==> src/rtl/sar_pkg.sv <==
// -----------------------------------------------------------------------------
// sar_pkg
//   Shared types and defaults for the successive-approximation ADC controller
//   and its synchroniser.
//   Contents:
//     sar_state_t         FSM state encoding of the SAR controller
//     SAR_WIDTH           default result / DAC code width
//     SAR_SETTLE_DEFAULT  default DAC+comparator settling cycles per bit
//     SAR_SYNC_DEFAULT    default comparator synchroniser depth
//     ctr_width()         counter width able to hold 0..n-1, never less than 1
// -----------------------------------------------------------------------------
package sar_pkg;

   typedef enum logic [2:0] {
      IDLE,
      SET_BIT,
      SETTLE,
      SAMPLE,
      DONE
   } sar_state_t;

   localparam int SAR_WIDTH          = 8;
   localparam int SAR_SETTLE_DEFAULT = 16;
   localparam int SAR_SYNC_DEFAULT   = 2;

   // $clog2(1) is 0, which would give a zero-width counter.
   function automatic int ctr_width(input int n);
      return (n > 1) ? $clog2(n) : 1;
   endfunction

endpackage : sar_pkg

==> src/rtl/sync_ff.sv <==
// -----------------------------------------------------------------------------
// sync_ff
//   Generic multi-flop synchroniser for a single asynchronous input bit.
//   Shared by the SAR and ramp conversion paths.
//   Parameters:
//     STAGES  number of flops in the chain (>= 2)
//   Ports:
//     clk    in   system clock
//     reset  in   asynchronous active-high reset, clears the chain
//     d_i    in   asynchronous input
//     q_o    out  input re-timed to clk after STAGES edges
// -----------------------------------------------------------------------------
module sync_ff #(
   parameter int STAGES = 2
) (
   input  logic clk,
   input  logic reset,
   input  logic d_i,
   output logic q_o
);

   if (STAGES < 2) begin : g_bad_stages
      $error("sync_ff: STAGES must be at least 2");
   end

   logic [STAGES-1:0] sync_q;

   always_ff @(posedge clk or posedge reset) begin
      if (reset) begin
         sync_q <= '0;
      end else begin
         sync_q <= {sync_q[STAGES-2:0], d_i};
      end
   end

   assign q_o = sync_q[STAGES-1];

endmodule : sync_ff

==> src/rtl/sar_adc_ctrl.sv <==
// -----------------------------------------------------------------------------
// sar_adc_ctrl
//   Successive-approximation controller for the discrete ADC front end.
//   Drives a trial code onto the R2R DAC one bit at a time (MSB first), waits
//   for the DAC and comparator to settle, samples the synchronised comparator
//   and keeps or clears the trial bit. A finished conversion is committed to
//   sar_approx_data together with a one-cycle sar_done strobe.
//   Reset release is expected to be synchronous to clk (done upstream).
//   Parameters:
//     WIDTH          result / DAC code width in bits
//     SETTLE_CYCLES  settling cycles per bit, >= SYNC_STAGES+1
//     SYNC_STAGES    comparator synchroniser depth, >= 2
//   Ports:
//     clk                 in   system clock
//     reset               in   asynchronous active-high reset
//     enable              in   high = convert continuously, low = idle / abort
//     comparator_out_raw  in   asynchronous comparator, 1 = Vin >= V(R2R_out)
//     R2R_out             out  trial code to the R2R DAC
//     sar_approx_data     out  last completed conversion result
//     sar_done            out  one-cycle pulse when sar_approx_data updates
//     busy                out  high whenever the FSM is not in IDLE
// -----------------------------------------------------------------------------
module sar_adc_ctrl
   import sar_pkg::*;
#(
   parameter int WIDTH         = SAR_WIDTH,
   parameter int SETTLE_CYCLES = SAR_SETTLE_DEFAULT,
   parameter int SYNC_STAGES   = SAR_SYNC_DEFAULT
) (
   input  logic             clk,
   input  logic             reset,
   input  logic             enable,
   input  logic             comparator_out_raw,
   output logic [WIDTH-1:0] R2R_out,
   output logic [WIDTH-1:0] sar_approx_data,
   output logic             sar_done,
   output logic             busy
);

   // The comparator must have propagated through the synchroniser before the
   // SAMPLE state reads it, otherwise a bit decision uses the previous trial.
   if (SETTLE_CYCLES < SYNC_STAGES + 1) begin : g_bad_settle
      $error("sar_adc_ctrl: SETTLE_CYCLES must be >= SYNC_STAGES+1");
   end
   if (WIDTH < 1) begin : g_bad_width
      $error("sar_adc_ctrl: WIDTH must be at least 1");
   end

   localparam int CNT_W = ctr_width(SETTLE_CYCLES);
   localparam int IDX_W = ctr_width(WIDTH);

   localparam logic [CNT_W-1:0] SETTLE_LOAD = CNT_W'(SETTLE_CYCLES - 1);
   localparam logic [IDX_W-1:0] MSB_IDX     = IDX_W'(WIDTH - 1);
   localparam logic [WIDTH-1:0] ONE         = WIDTH'(1);

   // ---------------------------------------------------------------------------
   // Comparator synchroniser
   // ---------------------------------------------------------------------------
   logic comp_sync;

   sync_ff #(
      .STAGES (SYNC_STAGES)
   ) u_comp_sync (
      .clk   (clk),
      .reset (reset),
      .d_i   (comparator_out_raw),
      .q_o   (comp_sync)
   );

   // ---------------------------------------------------------------------------
   // State
   // ---------------------------------------------------------------------------
   sar_state_t       state_q,      state_d;
   logic [WIDTH-1:0] result_q,     result_d;
   logic [WIDTH-1:0] r2r_q,        r2r_d;
   logic [WIDTH-1:0] data_q,       data_d;
   logic             done_q,       done_d;
   logic [IDX_W-1:0] bit_idx_q,    bit_idx_d;
   logic [CNT_W-1:0] settle_cnt_q, settle_cnt_d;

   // Result with the current bit decided from the comparator.
   logic [WIDTH-1:0] result_sampled;

   // NOTE: state registers use non-blocking assignments so every flop samples
   // the pre-edge value of every other flop, independent of statement order.
   always_ff @(posedge clk or posedge reset) begin
      if (reset) begin
         state_q      <= IDLE;
         result_q     <= '0;
         r2r_q        <= '0;
         data_q       <= '0;
         done_q       <= 1'b0;
         bit_idx_q    <= '0;
         settle_cnt_q <= '0;
      end else begin
         state_q      <= state_d;
         result_q     <= result_d;
         r2r_q        <= r2r_d;
         data_q       <= data_d;
         done_q       <= done_d;
         bit_idx_q    <= bit_idx_d;
         settle_cnt_q <= settle_cnt_d;
      end
   end

   // ---------------------------------------------------------------------------
   // Next-state and output logic
   // ---------------------------------------------------------------------------
   always_comb begin
      // NOTE: every signal gets a default before the case so no path leaves a
      // value unassigned, which would otherwise infer a latch.
      state_d        = state_q;
      result_d       = result_q;
      r2r_d          = r2r_q;
      data_d         = data_q;
      done_d         = 1'b0;
      bit_idx_d      = bit_idx_q;
      settle_cnt_d   = settle_cnt_q;
      result_sampled = result_q;

      unique case (state_q)
         IDLE: begin
            if (enable) begin
               result_d  = '0;
               bit_idx_d = MSB_IDX;
               state_d   = SET_BIT;
            end
         end

         SET_BIT: begin
            r2r_d        = result_q | (ONE << bit_idx_q);
            settle_cnt_d = SETTLE_LOAD;
            state_d      = SETTLE;
         end

         SETTLE: begin
            if (settle_cnt_q == '0) begin
               state_d = SAMPLE;
            end else begin
               settle_cnt_d = settle_cnt_q - 1'b1;
            end
         end

         SAMPLE: begin
            result_sampled[bit_idx_q] = comp_sync;
            result_d                  = result_sampled;
            if (bit_idx_q == '0) begin
               // Present the final code on the DAC while the result commits.
               r2r_d   = result_sampled;
               state_d = DONE;
            end else begin
               bit_idx_d = bit_idx_q - 1'b1;
               state_d   = SET_BIT;
            end
         end

         DONE: begin
            // Commits even if enable dropped during this cycle.
            data_d  = result_q;
            done_d  = 1'b1;
            state_d = IDLE;
         end

         default: begin
            state_d = IDLE;
         end
      endcase

      // Abort: leave the DAC at zero and never publish a partial result.
      if (!enable && (state_q inside {SET_BIT, SETTLE, SAMPLE})) begin
         state_d = IDLE;
         r2r_d   = '0;
      end
   end

   assign R2R_out         = r2r_q;
   assign sar_approx_data = data_q;
   assign sar_done        = done_q;
   assign busy            = (state_q != IDLE);

endmodule : sar_adc_ctrl
==> config.mk <==
export PLATFORM = sky130hd
export DESIGN_NAME = sar_adc_ctrl
export DESIGN_NICKNAME = d
export VERILOG_FILES = /design/src/rtl/sar_pkg.sv /design/src/rtl/sync_ff.sv /design/src/rtl/sar_adc_ctrl.sv
export SDC_FILE = /design/constraint.sdc
export NUM_CORES = 1
export LEC_CHECK = 0
export BUFFER_PORTS_ARGS = -buffer_cell sky130_fd_sc_hd__buf_2
export CORE_MARGIN = 2
export CORE_UTILIZATION = 38
export DETAILED_ROUTE_END_ITERATION = 12
export GPL_TIMING_DRIVEN = 0
export SETUP_SLACK_MARGIN = 0.3
export SLEW_MARGIN = 10
export SYNTH_ARGS = -nofsm -noshare
export SYNTH_HDL_FRONTEND = slang
export SYNTH_SLANG_ARGS = --single-unit
==> constraint.sdc <==
create_clock -name clk -period 4.4 [get_ports clk]
set_input_delay 0.44 -clock clk [delete_from_list [all_inputs] [get_ports clk]]
set_output_delay 0.44 -clock clk [all_outputs]
set_load 0.05 [all_outputs]
==> results of run 1 <==
==> sequential cells by signal, summed over array words and instances, names as in the netlist <==
name	flops
bit_idx_q	3
settle_cnt_q	4
sar_done	1
result_q	8
sar_approx_data	8
u_comp_sync.sync_q	2
state_q	3
R2R_out	8
==> critical path, stage by stage (launching register included) <==
cell and delay (ps):
dfrtp_1 410, buf_4 190, inv_1 80, ha_1 230, nand2b_1 210, a21boi_0 150
o21ai_2 390, a22o_1 220
==> report_power, final <==
part / switching [mW] / total (mW) / internal (mW)
Sequential: 0.0289 / 0.403 / 0.375
Combinational: 0.223 / 0.344 / 0.121
Clock: 0.130 / 0.300 / 0.170
Total: 0.382 / 1.05 / 0.665
==> cells in the mapped netlist (all sizes together) (2+ instances only) <==
cell and count:
a211oi 4, a21o 2, a21oi 19, a22o 4, a31oi 2, a32o 3, buf 8, dfrtp 37
ha 6, inv 14, mux2 8, mux2i 6, nand2 15, nand3 3, nand3b 5, nor2 7
nor2b 2, nor3 4, nor3b 2, o21ai 4, o22a 2, o22ai 7, o2bb2ai 2, o31ai 2
or3b 3
==> cells in the final DEF, fill, tap and decap left out, types with 4 or more instances in the layout <==
cell | netlist | routed
dfrtp_1 | 37 | 37
mux2_2 | 8 | 8
nand3b_1 | 5 | 5
mux2i_1 | 6 | 6
ha_1 | 6 | 6
a211oi_1 | 4 | 4
nand2_1 | 15 | 15
o22ai_1 | 7 | 7
a22o_1 | 4 | 4
a21oi_1 | 19 | 19
inv_1 | 13 | 12
buf_2 | 4 | 25
nor2_1 | 7 | 7
clkbuf_8 | 0 | 5
==> cells by family (layout without fill, tap and decap cells) <==
group           after synthesis  in the layout
fa+ha+maj                     6              6
mux                          14             14
buf+inv                      24             53
compound gates               60             60
xor+xnor                      1              1
flops                        37             37
simple gates                 45             45
==> final cells by class <==
| class | instances | area [um^2] |
|---|---|---|
| sequential | 37 | 925.9 |
| tap | 70 | 87.58 |
| fill | 519 | 2760 |
| clock buffer | 5 | 68.82 |
| clock inverter | 3 | 46.29 |
| buffer | 9 | 65.06 |
| timing repair buffer | 21 | 105.1 |
| multi-input combinational | 126 | 894.6 |
| inverter | 15 | 56.30 |
==> worst paths after layout <==
path | from | endpoint | slack [ps] | cells after the start
setup / recovery | bit_idx_q[0] | R2R_out[5] | 2450 | 7
hold / removal | comparator_out_raw | u_comp_sync.sync_q[0] | 240 | 1
setup reg to reg | bit_idx_q[0] | R2R_out[5] | 2450 | 7
hold reg to reg | u_comp_sync.sync_q[0] | u_comp_sync.sync_q[1] | 360 | 0
max in group asynchronous | reset | result_q[5] | 3650 | 2
min in group asynchronous | reset | u_comp_sync.sync_q[0] | 270 | 2
==> routing by layer <==
metal,share of wire,up-vias
met5,0,-
met2,0.46,28
li1,-,743
met4,0.020,0
met1,0.48,690
met3,0.042,9
==> per-stage QoR <==
| step | instance area, um^2 | util | power (mW) | cells | hold slack (ps) |
|---|---|---|---|---|---|
| finish | 2250 | 0.4491 | 1.047 | 286 | 239.1 |
| floorplan | 1942 | - | 0.6801 | 187 | 331.2 |
| CTS | 2250 | 0.4491 | 1.062 | 286 | 230.5 |
| global route | 2250 | 0.4491 | 1.120 | 286 | 221.4 |
| global placement | 2135 | 0.4261 | 0.7531 | 278 | 331.4 |
| detailed placement | 2135 | 0.4261 | 0.7573 | 278 | 342.4 |
==> out/metrics.csv, run 1 <==
metric;value;unit
synth-seq-cells;37;
synth_xor_area_frac;0.004510;
yosys.area.top_type;dfrtp_1;
die_width;75.49;um
drt-total-wl;4.060;mm
core-area;5010;um^2
ir_drop;0.1851;mV
synth_compound_area_frac;0.2107;
synth_ff_type;dfrtp_1;
clk_latency;300;ps
antennaDiodeCount;0;
post_cts_buffers;0;
synth_seq_area_share;0.4768;
hpwl;2.778;mm
cts_max_path_buffers;2;
ys_types;49;
grt_pass1_vias;1403;
layout.nets;225;
fin_crit_sh;0.4439;
grt_use_met3;0.04365;
synth_nets;197;
num_vias;1470;
dr.first_iter.drc_count;125;
drive_above_1_share;0.2454;
ys_async_sr_fraction;1.000;
grt_start_max_net_pins;38;
groute.usage.overall;0.1646;
die_area;5698;um^2
hp-class;in -> reg;
tritoncts;built;
cts_resized;0;
port_buffers;21;
io_pins;22;
synth_edf_count;0;
finalHoldViolCount;0;
ant_nets;0;
rsz0062_at_grt;false;
met1_usage;0.2235;
cts_sinks;37;
ys.warnings.count;0;
setup_viol;0;
power.density;465.5;nW/um^2
clk_pin_slew;80;ps
crit_required;4630;ps
antenna_found_initial;0;
drc;0;
fp-row-count;26;
min_period;1953;ps
maxSlewHeadroom;0.4937;
outcome;finished, final reports clean;
synth_top_cell_area_share;0.4768;
slew_violations;0;
max_freq;512.0;MHz
overflow;0;
grt_pass1_wl;6.893;mm
yosys.area_share.simple;0.1295;
die-height;75.49;um
syn_to_final_growth;15.85;%
cts_max_level;2;
syn-cell-area;1942;um^2
pre_cts_slack;2482;ps
cp.arrival;2190;ps
worst_slew_pin_slew;758.3;ps
vias_per_cell;5.140;
synthTopCellsByArea;dfrtp_1, a21oi_1, mux2_2;
gp_congestion;0.8745;
syn_avg_cell_area;10.38;um^2
firstDrtPassIters;4;
grt-busiest-layer;met2;
cap_violations;0;
skew;9.142;ps
start_util;0.3876;
wire_per_inst;14.20;um
synthMuxAreaShare;0.07732;
crit_type;reg -> reg;
worst_setup_path_start_kind;flop;
fin_ws;2447;ps
synth-adder-area-share;0.03866;
leakagePower;1.094;nW
cp_max_fo;10;
synthCells;187;
met2_usage;0.2473;
hold_buffers;0;
cts_buffers;5;
fin_setup_tns;0;ps
root_buffer;clkbuf_8;
critPathCaptureType;flop;
synth_top_family_by_area;compound AO/OA/AOI/OAI gates;
(Power assumes the default switching activity.)
==> run 2, diff against run 1 <==
==> constraint.sdc (replaced) <==
create_clock -name clk -period 1.7 [get_ports clk]
set_input_delay 0.17 -clock clk [delete_from_list [all_inputs] [get_ports clk]]
set_output_delay 0.17 -clock clk [all_outputs]
set_load 0.05 [all_outputs]
==> run 2 against run 1 <==
  * Critical path depth decreased by 2
  * Routed wire length increased by 14%
  * Count of clock-buffer cells in the layout increased by 1
  * First-iteration DRC count decreased by 58%
  * Sequential cell count unchanged
  * Power increased to 2.7 times the previous value
  * Register-to-register slack got worse by 2300 ps
  * Cell count increased by 8.0%
  * Clock power increased by 100%
  * Clock skew decreased by 1.2 ps
  * Critical endpoint is now R2R_out[2]
  * Largest power group is now combinational logic
==> out/metrics.csv, run 2 (synthesis gave the netlist of run 1 again) <==
metric;value;unit;change
wire_per_inst;14.92;um;+5.1%
total_power;2.841;mW;+170%
slew_violations;0;;unchanged
start_util;0.3876;;unchanged
cap_violations;0;;unchanged
setup_viol;0;;unchanged
groute.usage.overall;0.1692;;+0.004528
cts_buffers;5;;unchanged
clk_latency;290;ps;about the same
r2r_setup_slack;150;ps;-2300 ps
dr.first_iter.drc_count;52;;-58%
r2r_cells;5;;-2
die_area;5698;um^2;unchanged
io_pins;22;;unchanged
hpwl;2.806;mm;+1.0%
hp-class;in -> async;;
drc;0;;unchanged
final_cells;309;;+8.0%
r2r_start;bit_idx_q[0];;
antennaDiodeCount;0;;unchanged
crit_required;1880;ps;-2750 ps
die_width;75.49;um;unchanged
fin_ws;151.1;ps;-2296 ps
maxSlewHeadroom;0.4899;;-0.003795
fin_crit_sh;0.9111;;+0.4672
cts_max_level;2;;unchanged
fp-row-count;26;;unchanged
firstDrtPassIters;4;;unchanged
drive_above_1_share;0.4142;;+0.1689
grt_pass1_vias;1457;;+3.8%
cp_max_fo;3;;-7
min_period;1549;ps;-404.1 ps
ant_nets;0;;unchanged
final_common_cell;dfrtp_1;;
worst_setup_path_start_kind;flop;;
r2r-end;R2R_out[2];;
power.density;1111;nW/um^2;+140%
outcome;finished, final reports clean;;
die-height;75.49;um;unchanged
core-area;5010;um^2;unchanged
skew;7.894;ps;-1.248 ps
final_util;0.5105;;+0.06144
crit_type;reg -> reg;;
critPathCaptureType;flop;;
root_buffer;clkbuf_8;;
pre_cts_slack;-81.86;ps;-2564 ps
overflow;0;;unchanged
vias_per_cell;5.084;;-1.1%
ir_drop;0.5320;mV;+190%
endpoint;R2R_out[2];;
worst_slew_pin_slew;764.0;ps;+5.683 ps
grt_start_max_net_pins;38;;unchanged
grt_pass1_wl;7.155;mm;+3.8%
cts_max_path_buffers;2;;unchanged
drt-total-wl;4.610;mm;+14%
max_freq;645.6;MHz;+26%
tritoncts;built;;
port_buffers;21;;unchanged
dp_cells;278;;unchanged
clk_pin_slew;80;ps;about the same
rsz0062_at_grt;true;;
finalHoldViolCount;0;;unchanged
cts_sinks;37;;unchanged
num_vias;1571;;+6.9%
leakagePower;1.226;nW;+12%
layout.nets;248;;+10%
antenna_found_initial;0;;unchanged
cp.arrival;1730;ps;-460 ps
final_cell_mix;dfrtp_1, buf_4, buf_2;;
crit_start;bit_idx_q[0];;
gp_congestion;0.8199;;-6.2%
whs;12.16;ps;-226.9 ps
syn_to_final_growth;31.70;%;
## run 2: cell types whose count changed in the layout (fill, tap and decap cells not counted), moves of 3 or more
cell,before,now
ha_1,6,3
nor2_1,7,4
inv_1,12,9
buf_2,25,22
buf_4,1,23
## run 2: how the worst min path moves through the flow
stage | from | endpoint | slack [ps] | cells after the start
final | reset | state_q[2] | 10 | 2
after global placement | comparator_out_raw | u_comp_sync.sync_q[0] | 280 | 1
after floorplan | comparator_out_raw | u_comp_sync.sync_q[0] | 200 | 0
after CTS | reset | state_q[1] | 50 | 2
after global routing | reset | sar_approx_data[0] | 100 | 2
after detailed placement | comparator_out_raw | u_comp_sync.sync_q[0] | 280 | 1
## run 2: cell type report
| class | instances | area [um^2] |
|---|---|---|
| multi-input combinational | 126 | 1020 |
| clock buffer | 6 | 72.57 |
| sequential | 37 | 928.4 |
| inverter | 15 | 66.31 |
| buffer | 9 | 73.82 |
| fill | 486 | 2452 |
| timing repair buffer | 44 | 299.0 |
| tap | 70 | 87.58 |
| clock inverter | 2 | 10.01 |
## run 2: where the power goes
| group | total [mW] | leakage, nW | switching (mW) | internal [mW] |
|---|---|---|---|---|
| Clock | 0.607 | 0.0450 | 0.322 | 0.284 |
| Combinational | 1.19 | 0.709 | 0.689 | 0.506 |
| Sequential | 1.04 | 0.472 | 0.0696 | 0.970 |
## run 2: through the flow
| stage | cell area [um^2] | TNS (ps) |
|---|---|---|
| 2_1_floorplan | 1982 | 0 |
| 3_3_place_gp | 2175 | -362.6 |
| 3_5_place_dp | 2175 | -523.3 |
| 4_1_cts | 2465 | 0 |
| 5_1_grt | 2557 | 0 |
| 6_report | 2557 | 0 |
## run 2: layer usage
layer / up-vias / share of wire / global-route usage
met5: - / 0 / 0
met4: 0 / 0.0095 / 0.04678
met3: 6 / 0.034 / 0.03968
met2: 29 / 0.49 / 0.2715
met1: 745 / 0.47 / 0.2300
li1: 791 / - / -
## run 2: critical path, stage by stage, from the launching register on
cell     delay, ps
dfrtp_1        410
buf_4          160
or3b_4         380
mux2i_1        180
nand2_1         70
a32o_1         240
## run 2: what timing repair did
action,in CTS,in global routing
pin swaps,11,12
gates resized for setup,21,12
endpoints found under the setup margin,30,30
hold buffers,1,0
setup buffers,15,7
hold endpoints to repair,1,0
